### config.mk
export PLATFORM = sky130hd
export DESIGN_NAME = auv_wb_arbiter
export DESIGN_NICKNAME = d
export VERILOG_FILES = /design/src/rtl/auv_pkg.sv /design/src/rtl/auv_wb_arbiter.sv
export SDC_FILE = /design/constraint.sdc
export NUM_CORES = 1
export LEC_CHECK = 0
export ABC_AREA = 1
export CAP_MARGIN = 0
export CORE_AREA = 5 5 100 55
export CTS_CLUSTER_DIAMETER = 30
export DETAILED_ROUTE_END_ITERATION = 6
export DIE_AREA = 0 0 105 60
export PLACE_DENSITY = 0.83
export RECOVER_POWER = 100
export SYNTH_ARGS = -nofsm -noshare
export SYNTH_HDL_FRONTEND = slang
export SYNTH_SLANG_ARGS = --single-unit
### constraint.sdc
create_clock -name clk -period 3.7 [get_ports clk]
set_clock_uncertainty 0.15 [all_clocks]
set_input_delay 0.74 -clock clk [delete_from_list [all_inputs] [get_ports clk]]
set_output_delay 0.74 -clock clk [all_outputs]
set_load 0.05 [all_outputs]
### src/rtl/auv_pkg.sv
// Shared types and master indices for the AUV Wishbone arbiter.
package auv_pkg;

  typedef enum logic [1:0] {
    ARB_IDLE = 2'd0,
    ARB_M0   = 2'd1,
    ARB_M1   = 2'd2
  } arb_state_t;

  localparam int ARB_M_DATA  = 0;
  localparam int ARB_M_FETCH = 1;

endpackage

### src/rtl/auv_wb_arbiter.sv
// Two-master arbiter for the core's single 16-bit pipelined Wishbone port.
// Optional no-response timeout enabled by defining AUV_WB_ARB_TIMEOUT_EN.
module auv_wb_arbiter
  import auv_pkg::*;
#(
  parameter int ADDR_WIDTH      = 24,
  parameter int PRIORITY_MODE   = 0,
  parameter int MAX_OUTSTANDING = 4,
  parameter int TIMEOUT_CYCLES  = 256
) (
  input  logic                       clk,
  input  logic                       rst_n,
  input  logic [1:0][ADDR_WIDTH-1:0] m_wb_adr_i,
  input  logic [1:0][15:0]           m_wb_dat_i,
  input  logic [1:0][1:0]            m_wb_sel_i,
  input  logic [1:0]                 m_wb_we_i,
  input  logic [1:0]                 m_wb_stb_i,
  input  logic [1:0]                 m_wb_cyc_i,
  output logic [15:0]                m_wb_dat_o,
  output logic [1:0]                 m_wb_ack_o,
  output logic [1:0]                 m_wb_err_o,
  output logic [1:0]                 m_wb_stall_o,
  output logic [ADDR_WIDTH-1:0]      wb_adr_o,
  output logic [15:0]                wb_dat_o,
  output logic [1:0]                 wb_sel_o,
  output logic                       wb_we_o,
  output logic                       wb_stb_o,
  output logic                       wb_cyc_o,
  input  logic [15:0]                wb_dat_i,
  input  logic                       wb_ack_i,
  input  logic                       wb_stall_i,
  input  logic                       wb_err_i
);

  localparam int OW = $clog2(MAX_OUTSTANDING + 1);
  localparam logic [OW-1:0] OUT_MAX = OW'(MAX_OUTSTANDING);

  arb_state_t    state, state_nxt;
  logic          last_grant, last_grant_nxt;
  logic [OW-1:0] outstanding, outstanding_nxt;
  logic          granted, gsel, full, busy, resp, accept, release_cyc, timeout, pick;

  assign granted     = (state != ARB_IDLE);
  assign gsel        = (state == ARB_M1);
  assign full        = (outstanding == OUT_MAX);
  assign busy        = (outstanding != '0);
  assign resp        = (wb_ack_i | wb_err_i) & busy;
  assign release_cyc = granted & ~m_wb_cyc_i[gsel];
  assign accept      = wb_stb_o & ~wb_stall_i;
  assign m_wb_dat_o  = wb_dat_i;

`ifdef AUV_WB_ARB_TIMEOUT_EN
  localparam int TW = $clog2(TIMEOUT_CYCLES + 1);
  logic [TW-1:0] timer;

  // Fires on the TIMEOUT_CYCLES-th silent cycle after the oldest pending beat.
  assign timeout = busy & ~resp & (timer == TW'(TIMEOUT_CYCLES - 1));

  always_ff @(posedge clk) begin
    if (!rst_n || !busy || resp || timeout || release_cyc) timer <= '0;
    else                                                   timer <= timer + TW'(1);
  end
`else
  // No timer in this build; the term only keeps the parameter referenced.
  assign timeout = 1'b0 & (TIMEOUT_CYCLES != 0);
`endif

  always_ff @(posedge clk) begin
    if (!rst_n) begin
      state       <= ARB_IDLE;
      last_grant  <= 1'b1;
      outstanding <= '0;
    end else begin
      state       <= state_nxt;
      last_grant  <= last_grant_nxt;
      outstanding <= outstanding_nxt;
    end
  end

  always_comb begin
    state_nxt      = state;
    last_grant_nxt = last_grant;
    pick           = 1'b0;
    case (state)
      ARB_IDLE: begin
        if (m_wb_cyc_i[0] & m_wb_cyc_i[1]) begin
          pick           = (PRIORITY_MODE == 1) ? ~last_grant : 1'b0;
          state_nxt      = pick ? ARB_M1 : ARB_M0;
          last_grant_nxt = pick;
        end else if (m_wb_cyc_i[0]) begin
          state_nxt      = ARB_M0;
          last_grant_nxt = 1'b0;
        end else if (m_wb_cyc_i[1]) begin
          state_nxt      = ARB_M1;
          last_grant_nxt = 1'b1;
        end
      end
      default: begin
        if (timeout) begin
          state_nxt = ARB_IDLE;
        end else if (release_cyc) begin
          // Direct handover avoids an idle bubble when the other master is waiting.
          if (m_wb_cyc_i[~gsel]) begin
            state_nxt      = gsel ? ARB_M0 : ARB_M1;
            last_grant_nxt = ~gsel;
          end else begin
            state_nxt = ARB_IDLE;
          end
        end
      end
    endcase
  end

  always_comb begin
    outstanding_nxt = outstanding;
    if (!granted || release_cyc || timeout) outstanding_nxt = '0;
    else if (accept && !resp)               outstanding_nxt = outstanding + OW'(1);
    else if (!accept && resp)               outstanding_nxt = outstanding - OW'(1);
  end

  always_comb begin
    wb_adr_o     = '0;
    wb_dat_o     = '0;
    wb_sel_o     = '0;
    wb_we_o      = 1'b0;
    wb_stb_o     = 1'b0;
    wb_cyc_o     = 1'b0;
    m_wb_stall_o = 2'b11;
    m_wb_ack_o   = 2'b00;
    m_wb_err_o   = 2'b00;
    if (granted) begin
      wb_adr_o           = m_wb_adr_i[gsel];
      wb_dat_o           = m_wb_dat_i[gsel];
      wb_sel_o           = m_wb_sel_i[gsel];
      wb_we_o            = m_wb_we_i[gsel];
      wb_cyc_o           = m_wb_cyc_i[gsel] & ~timeout;
      wb_stb_o           = m_wb_stb_i[gsel] & m_wb_cyc_i[gsel] & ~full & ~timeout;
      m_wb_stall_o[gsel] = wb_stall_i | full;
      m_wb_ack_o[gsel]   = wb_ack_i & busy;
      m_wb_err_o[gsel]   = (wb_err_i & busy) | timeout;
    end
  end

endmodule
# Word-level counts from Yosys, hierarchy flattened
# Index checks and enable logic that the tools add are counted.
# Widths: inputs -> output; s select.
[word_totals]
ff_bits = 5
elab_cells = 77
[op_classes]
n_addsub = 2
n_lt_le_gt_ge = 3
eq_ne = 3
mux = 34
bitwise_logic = 19
reduce_logical = 14
[op_table]
columns = ["op", "count"]
rows = [
  ["$mux 24", 3],
  ["$mux 16", 3],
  ["$mux 2", 13],
  ["$mux 1", 12],
  ["$and 1x1->1", 8],
  ["$mux 3", 2],
  ["$reduce_bool 2->1", 3],
  ["$not 1->1", 5],
  ["$and 2x2->2", 2],
  ["$lt 1x2->1 const B", 2],
  ["$ne 4x4->1 const B", 1],
  ["$add 3x1->3 const B", 1],
  ["$eq 3x3->1 const B", 1],
  ["$logic_and 1x1->1", 3],
  ["$logic_not 1->1", 3],
  ["$reduce_bool 3->1", 1],
  ["$sub 3x1->3 const B", 1],
  ["$eq 2x2->1 const B", 1],
  ["$logic_not 2->1", 1],
  ["$not 2->2", 1],
  ["$or 1x1->1", 2],
  ["$or 2x2->2", 1],
  ["$reduce_and 2->1", 1],
  ["$reduce_or 2->1", 1],
  ["3 further kinds", 3],
]

# Logic depth before layout (Yosys ltp)
# Gate-level depths: netlist (run 1).
[depth]
depth_word = 11
mapped_depth = 14

# Least setup slack after synthesis (run 1)
# OpenSTA, ideal clock, no wires.
[synth_path]
path_kind = "input-to-output"
from = "input m_wb_cyc_i[1]"
to = "output wb_stb_o"
arrival_time_ps = 1835
setup_slack_ps = 975
stages = 4
cell_sequence = "nand3_1 nand2_2 inv_2 nor2_1"
[synth_via]
elab_chain_cells = 5
[synth_rtl]
columns = ["item", "line", "text"]
rows = [
  ["start, declared", "auv_wb_arbiter.sv:18", "input logic [1:0] m_wb_cyc_i,"],
  ["$mux 1 (not written as such) (2 in a row)", "auv_wb_arbiter.sv:137", "wb_stb_o = m_wb_stb_i[gsel] & m_wb_cyc_i[gsel] & ~full & ~timeout;"],
  ["$and 1x1->1 (2 in a row)", "auv_wb_arbiter.sv:137", ""],
  ["$mux 1", "auv_wb_arbiter.sv:131", "if (granted) begin"],
  ["end, declared", "auv_wb_arbiter.sv:27", "output logic wb_stb_o,"],
]
# Every way passes these cells. The select of a mux whose other input is x is not followed.

# Worst setup path in the final report (run 1)
[layout_path]
from = "input m_wb_cyc_i[0]"
to = "output wb_cyc_o"
[layout_via]
elab_chain_cells = 3
[layout_rtl]
columns = ["item", "line", "text"]
rows = [
  ["$mux 1 (not written as such) (2 in a row)", "auv_wb_arbiter.sv:136", "wb_cyc_o = m_wb_cyc_i[gsel] & ~timeout;"],
  ["$mux 1", "auv_wb_arbiter.sv:131", ""],
  ["end, declared", "auv_wb_arbiter.sv:28", "output logic wb_cyc_o,"],
]
# Every way passes these cells. The select of a mux whose other input is x is not followed.

==> results of run 1 <==
[worst max path at each step]
stage	from	cells after the start	slack (ps)	end
finish	m_wb_cyc_i[0]	4	390	wb_cyc_o
CTS	m_wb_cyc_i[0]	4	540	wb_cyc_o
floorplan	m_wb_cyc_i[1]	4	970	wb_stb_o
global placement	m_wb_cyc_i[0]	4	550	wb_cyc_o
global route	state[0]	6	280	wb_dat_o[1]
detailed placement	m_wb_cyc_i[0]	4	540	wb_cyc_o
[cell families (layout without fill, tap and decap cells)]
family          Yosys count  in the layout  share of synthesized area
compound gates           48             48                      0.425
xor+xnor                  1              1                    0.00918
fa+ha+maj                 2              2                     0.0341
buf+inv                  36            162                      0.269
flops                     5              5                      0.105
simple gates             33             33                      0.159
[power groups by stage]
stage                     Sequential (uW)  Combinational (uW)  Clock (uW)
after detailed placement             58.1                 344           0
after floorplan                      57.8                 233           0
after global placement               57.9                 341           0
final                                57.2                 322         102
after global routing                 57.4                 337         110
after CTS                            57.2                 345         104
[worst register-to-register path: cells and delay by family (launching register included)]
kind / cells / cell delay, ps
and+or+nand+nor: 8 / 760
buffers and inverters: 5 / 630
adders and majority gates: 2 / 590
DFF: 1 / 300
[metrics by stage]
step	util	total power, uW	cells	hold WS [ps]
2_1_floorplan	-	291	125	339
3_3_place_gp	0.467	399	307	356
3_5_place_dp	0.467	402	307	367
4_1_cts	0.477	507	311	374
5_1_grt	0.452	504	311	381
6_report	0.452	481	311	380
[cell type report]
cell class | instances | area, sq um
clock buffers | 3 | 41.3
clock inverters | 1 | 5.00
fillers | 467 | 2540
inverters | 11 | 45.0
multi-input cells | 84 | 591
flip-flops and latches | 5 | 100
well taps | 60 | 75.1
repair buffers | 147 | 1240
[metal layers]
metal  track usage  part of all wire
met1         0.189              0.44
met2         0.205              0.47
met3        0.0518             0.091
met4        0.0109                 0
met5             0                 0
[registers in the layout, indices dropped and copies added, names as in the netlist]
register,cells
outstanding,3
state,2
[Yosys cell counts (2+ instances only)]
library cell / n
nor2_1: 9
a21oi_1: 2
inv_1: 8
inv_2: 2
buf_2: 3
dfxtp_1: 5
buf_8: 4
nand2_2: 2
o21ai_0: 2
buf_4: 18
a22o_1: 43
nand2_1: 14
nand3_1: 5
==> summary.md, run 1 <==
| Metric | Value |
|---|---|
| Avg Synthesized Cell Area | `7.64 sq um` |
| Slew HR | `0.512` |
| CP cell instances | `dlygate4sd3_1 > nand2_1 > nand2_1 > dlygate4sd3_1` |
| Sw Ratio | `0.445` |
| DP Area | `2170 sq um` |
| Pint | `267 uW` |
| Routed vias | `1423` |
| Area growth, synth to finish | `120%` |
| Worst Hold Launch | `outstanding[1]` |
| RSZ-0062 raised after global routing | `false` |
| Worst min-delay path class | `reg -> reg` |
| Worst Path Class, Setup | `in -> out` |
| Ys flop type | `dfxtp_1` |
| # resized after CTS | `0` |
| Slew Limit Fails | `0` |
| Clock network fraction of total power | `0.211` |
| # rows | `18` |
| Worst-Margin Slew | `731 ps` |
| CTS Hold Bufs | `0` |
| DR DRC count | `0` |
| Drt total wl | `4810 microns` |
| Initial DRC count | `80` |
| Setup ws final | `388 ps` |
| Commonest cells after routing, fill and taps aside | `92 x clkdlybuf4s50_1, 43 x a22o_1, 39 x clkbuf_2` |
| WHS Endpoint | `outstanding[1]` |
| Post-synth EDFFs | `0` |
| Post-route cell area | `2100 sq um` |
| Setup bufs post-CTS | `0` |
| Post-synth top area cell | `a22o_1` |
| Top-area cell type share of the netlist area | `0.394` |
| Tot GR Track Use | `0.135` |
| Yosys warnings | `0` |
| Hold Fails Final Rpt | `0` |
| R2R depth | `15` |
| Mapped Cells | `125` |
| Total Nets Final | `365` |
| First-pass GRT wire length | `6810 microns` |
| Fmax | `302 MHz` |
| Shortest period the worst path allows | `3310 ps` |
| Place WS | `539 ps` |
| Total gr overflow | `0` |
| Crit path DAT | `2420 ps` |
| Most common cell after layout, fill and taps aside | `clkdlybuf4s50_1` |
| Io pins | `178` |
| Clock root cell | `clkbuf_8` |
| Clk_lat worst skew | `220 ps` |
| Buffer depth of the longest clock path | `2` |
| Synthesized Nets | `238` |
| Capture point of the worst reg-to-reg path | `outstanding[2]` |
| Syn Std Cell Area | `955 sq um` |
| Psw | `214 uW` |
| Flop pwr share | `0.119` |
| N_diodes | `0` |
| Maximum vdd drop | `0.000215 V` |
| Wire length per cell | `15.5 microns` |
| Delay-heaviest family, CP | `buffers and inverters` |
| Post-route ant nets | `0` |
| Antenna violations before repair | `0` |
| Hold Path Stages | `2` |
| Distinct cells, synth | `21` |
| H-tree levels | `1` |
| Starting density of the core | `0.206` |
| Core Box Area | `4640 sq um` |
| Pin count of the biggest net entering global routing | `45` |
| Number of global-route vias before repair | `1311` |
| Comb pwr share | `0.670` |
| Status | `finished clean` |
| Vias per inst | `4.58` |
| Chip width | `105 microns` |
| TritonCTS sink count | `5` |
| Drt pass-1 iters | `5` |
| Die Y | `60 microns` |
| Startpoint Class | `input port` |
| RePlAce Congestion | `0.811` |
| WP buf/inv | `2` |
| CP max stage cell | `dlygate4sd3_1` |
| Reg2reg start | `state[0]` |
| Slowest cell delay on critical path | `890 ps` |
| Clock slew at reported path FFs | `40 ps` |
| Final count of negative-setup-slack endpoints | `0` |
| Estimated wirelength of the detail-placed design | `4130 microns` |
| Synth area leaders | `a22o_1 39%, buf_4 14%, dfxtp_1 10%, buf_8 6.3%, nand2_1 5.5%` |
| Ratio of cells with drive above 1 in the final layout | `0.215` |
| CP Capture Type | `output port` |
| Worst endpoint required time | `2810 ps` |
| Crit Path Max Fanout | `4` |
| Num CTS Buffers | `3` |
| Max-cap violation count | `0` |
| CTS tree | `yes` |
| Synthesized flop and latch total | `5` |
| Ys async rst share | `0` |
| LEAKAGE | `0.000940 uW` |
| Port bufs | `145` |
| FF-to-FF setup slack | `1160 ps` |
| PwrDens | `229 nW/um^2` |
| Share of the clock period used by the worst path | `0.895` |
| Register area share after synthesis | `0.105` |
| Die area | `6300 sq um` |
| Total Neg Setup Slack | `0 ps` |
(Power assumes the default switching activity.)
==> run 2, diff against run 1 <==
--- a/config.mk
+++ b/config.mk
@@ -5,13 +5,12 @@
 export SDC_FILE = /design/constraint.sdc
 export NUM_CORES = 1
 export LEC_CHECK = 0
-export ABC_AREA = 1
 export CAP_MARGIN = 0
-export CORE_AREA = 5 5 100 55
+export CORE_AREA = 5 5 99 55
 export CTS_CLUSTER_DIAMETER = 30
 export DETAILED_ROUTE_END_ITERATION = 6
-export DIE_AREA = 0 0 105 60
-export PLACE_DENSITY = 0.83
+export DIE_AREA = 0 0 104 60
+export PLACE_DENSITY = 0.82
 export RECOVER_POWER = 100
 export SYNTH_ARGS = -nofsm -noshare
 export SYNTH_HDL_FRONTEND = slang
==> summary.md, run 2 <==
| Metric | Value |
|---|---|
| Ys async rst share | `0` |
| Most common cell after layout, fill and taps aside | `clkdlybuf4s50_1` |
| WHS Endpoint | `outstanding[2]` |
| Post-synth EDFFs | `0` |
| Synthesized flop and latch total | `5` |
| Port bufs | `145` |
| Slowest cell delay on critical path | `630 ps` |
| Worst endpoint required time | `2810 ps` |
| Worst Hold Launch | `outstanding[2]` |
| Ys flop type | `dfxtp_1` |
| Non-filler instance count after layout | `293` |
| Final Util | `0.544` |
| PwrDens | `222 nW/um^2` |
| CP max stage cell | `clkbuf_2` |
| Most used cell, CP | `clkbuf_2` |
| Most frequent cell after synthesis | `a22o_1` |
| Drt pass-1 iters | `4` |
| Post-synth top area cell | `a22o_1` |
| Synthesized Nets | `221` |
| Tot GR Track Use | `0.157` |
| Crit Path Max Fanout | `31` |
| Hold Fails Final Rpt | `0` |
| Final count of negative-setup-slack endpoints | `0` |
| Drt total wl | `5440 microns` |
| N_diodes | `0` |
| Distinct cells, synth | `26` |
| Total Neg Setup Slack | `0 ps` |
| Routed vias | `1370` |
| Shortest period the worst path allows | `3250 ps` |
| Biggest regs | `outstanding x3, state x2` |
| Antenna violations before repair | `0` |
| Fillers | `413` |
| Estimated wirelength of the detail-placed design | `4620 microns` |
| Number of flip-flops under the largest register name | `3` |
| Post-route cell area | `2500 sq um` |
| CTS Hold Bufs | `0` |
| Io pins | `178` |
| Buffer depth of the longest clock path | `2` |
| Comb pwr share | `0.721` |
| Die area | `6240 sq um` |
| Sw Ratio | `0.400` |
| Maximum vdd drop | `0.000206 V` |
| RePlAce Congestion | `0.689` |
| Mapped Cells | `108` |
| Synth top cells by count | `43 x a22o_1, 17 x buf_4` |
| Total Nets Final | `347` |
| DR DRC count | `0` |
| Commonest cells after routing, fill and taps aside | `92 x clkdlybuf4s50_1, 43 x a22o_1, 31 x buf_12` |
| Clock slew at reported path FFs | `40 ps` |
| Tot Pwr | `556 uW` |
| Psw | `222 uW` |
| R2R depth | `9` |
| RSZ-0062 raised after global routing | `false` |
| Slew HR | `0.528` |
| # resized after CTS | `0` |
| Worst-Margin Slew | `705 ps` |
| Slew Limit Fails | `0` |
| Register area share after synthesis | `0.110` |
| CP Capture Type | `output port` |
| DP Area | `2720 sq um` |
| Vias per inst | `4.68` |
| FF-to-FF setup slack | `890 ps` |
| Clock network fraction of total power | `0.176` |
| Post-route ant nets | `0` |
| # rows | `18` |
| Hold Path Stages | `2` |
| Total gr overflow | `0` |
| CTS tree | `yes` |
| First-pass GRT wire length | `7760 microns` |
| Number of global-route vias before repair | `1382` |
| Pin count of the biggest net entering global routing | `50` |
| LEAKAGE | `0.00102 uW` |
| Setup bufs post-CTS | `0` |
| Dpl cells | `289` |
| Area growth, synth to finish | `176%` |
| Syn Std Cell Area | `906 sq um` |
| Yosys warnings | `0` |
| Num CTS Buffers | `3` |
| Startpoint Class | `register` |
| Clk_lat worst skew | `220 ps` |
| Share of the clock period used by the worst path | `0.878` |
| Capture point of the worst reg-to-reg path | `outstanding[2]` |
| H-tree levels | `1` |
| Starting density of the core | `0.197` |
| Status | `finished clean` |
| Worst min-delay path class | `reg -> reg` |
| Synth area leaders | `a22o_1 42%, buf_4 14%, dfxtp_1 11%, buf_6 5.0%, and3_1 3.5%` |
| Wire length per cell | `18.6 microns` |
| CP cell instances | `nor2b_2 > clkbuf_2 > a22o_1 > clkbuf_2` |
| Die Y | `60 microns` |
| Avg Synthesized Cell Area | `8.39 sq um` |
| Fmax | `308 MHz` |
| Max-cap violation count | `0` |
| Reg2reg start | `state[1]` |
| Pint | `334 uW` |
| Top-area cell type share of the netlist area | `0.416` |
| TritonCTS sink count | `5` |
| Chip width | `104 microns` |
| Crit path DAT | `2360 ps` |
| Worst Path Class, Setup | `reg -> out` |
| Clock root cell | `clkbuf_8` |
| Biggest register | `outstanding` |
| Core Box Area | `4590 sq um` |
| Flop pwr share | `0.102` |
| Ratio of cells with drive above 1 in the final layout | `0.180` |
| Initial DRC count | `62` |
## run 2: power groups by stage
stage / Clock [uW] / Sequential (uW) / Combinational (uW)
final: 97.9 / 56.9 / 401
after global routing: 106 / 57.0 / 415
after CTS: 101 / 57.1 / 443
after detailed placement: 0 / 57.9 / 441
after global placement: 0 / 57.8 / 436
after floorplan: 0 / 57.6 / 227
## run 2: how the worst max path moves through the flow
stage,depth (start not counted),start,to
after floorplan,3,m_wb_cyc_i[0],wb_stb_o
after global placement,4,wb_stall_i,m_wb_stall_o[0]
after detailed placement,10,m_wb_cyc_i[0],outstanding[2]
after CTS,4,wb_stall_i,m_wb_stall_o[0]
after global routing,4,state[1],wb_adr_o[2]
final,4,state[1],wb_adr_o[2]
## run 2: worst max-delay path: cells and delay by family, from the launching register on
family / cells / cell delay [ps]
AOI/OAI and AO/OA: 1 / 230
buffers and inverters: 2 / 940
DFF: 1 / 350
and+or+nand+nor: 1 / 610
## run 2: layout make-up
type,count,area (sq um),share of cell area
Clock buffer,4,45.0,0.0180
Timing Repair Buffer,147,1670,0.668
Tap cell,60,75.1,0.0301
Inverter,2,7.51,0.00301
Multi-Input combinational cell,75,601,0.240
Sequential cell,5,100,0.0401
## run 2: stage by stage
step	hold WS, ps	setup slack, ps
2_1_floorplan	316	1200
3_3_place_gp	333	617
3_5_place_dp	358	563
4_1_cts	362	611
5_1_grt	413	274
6_report	358	453
## run 2: kinds of logic after synthesis
logic type,Yosys count,share of synthesized area
adders and majority gates,2,0.0359
AOI/OAI and AO/OA,49,0.457
and+or+nand+nor,21,0.140
DFF,5,0.111
xor gates and xnor gates,2,0.0193
muxes,1,0.0111
buffers and inverters,28,0.227
## run 2: routing by layer
metal | vias to the layer above | track usage | wire length [microns]
li1 | 658 | - | -
met1 | 639 | 0.202 | 2300
met2 | 73 | 0.272 | 2760
met3 | 0 | 0.0539 | 391
met4 | 0 | 0.0111 | 0
met5 | - | 0 | 0
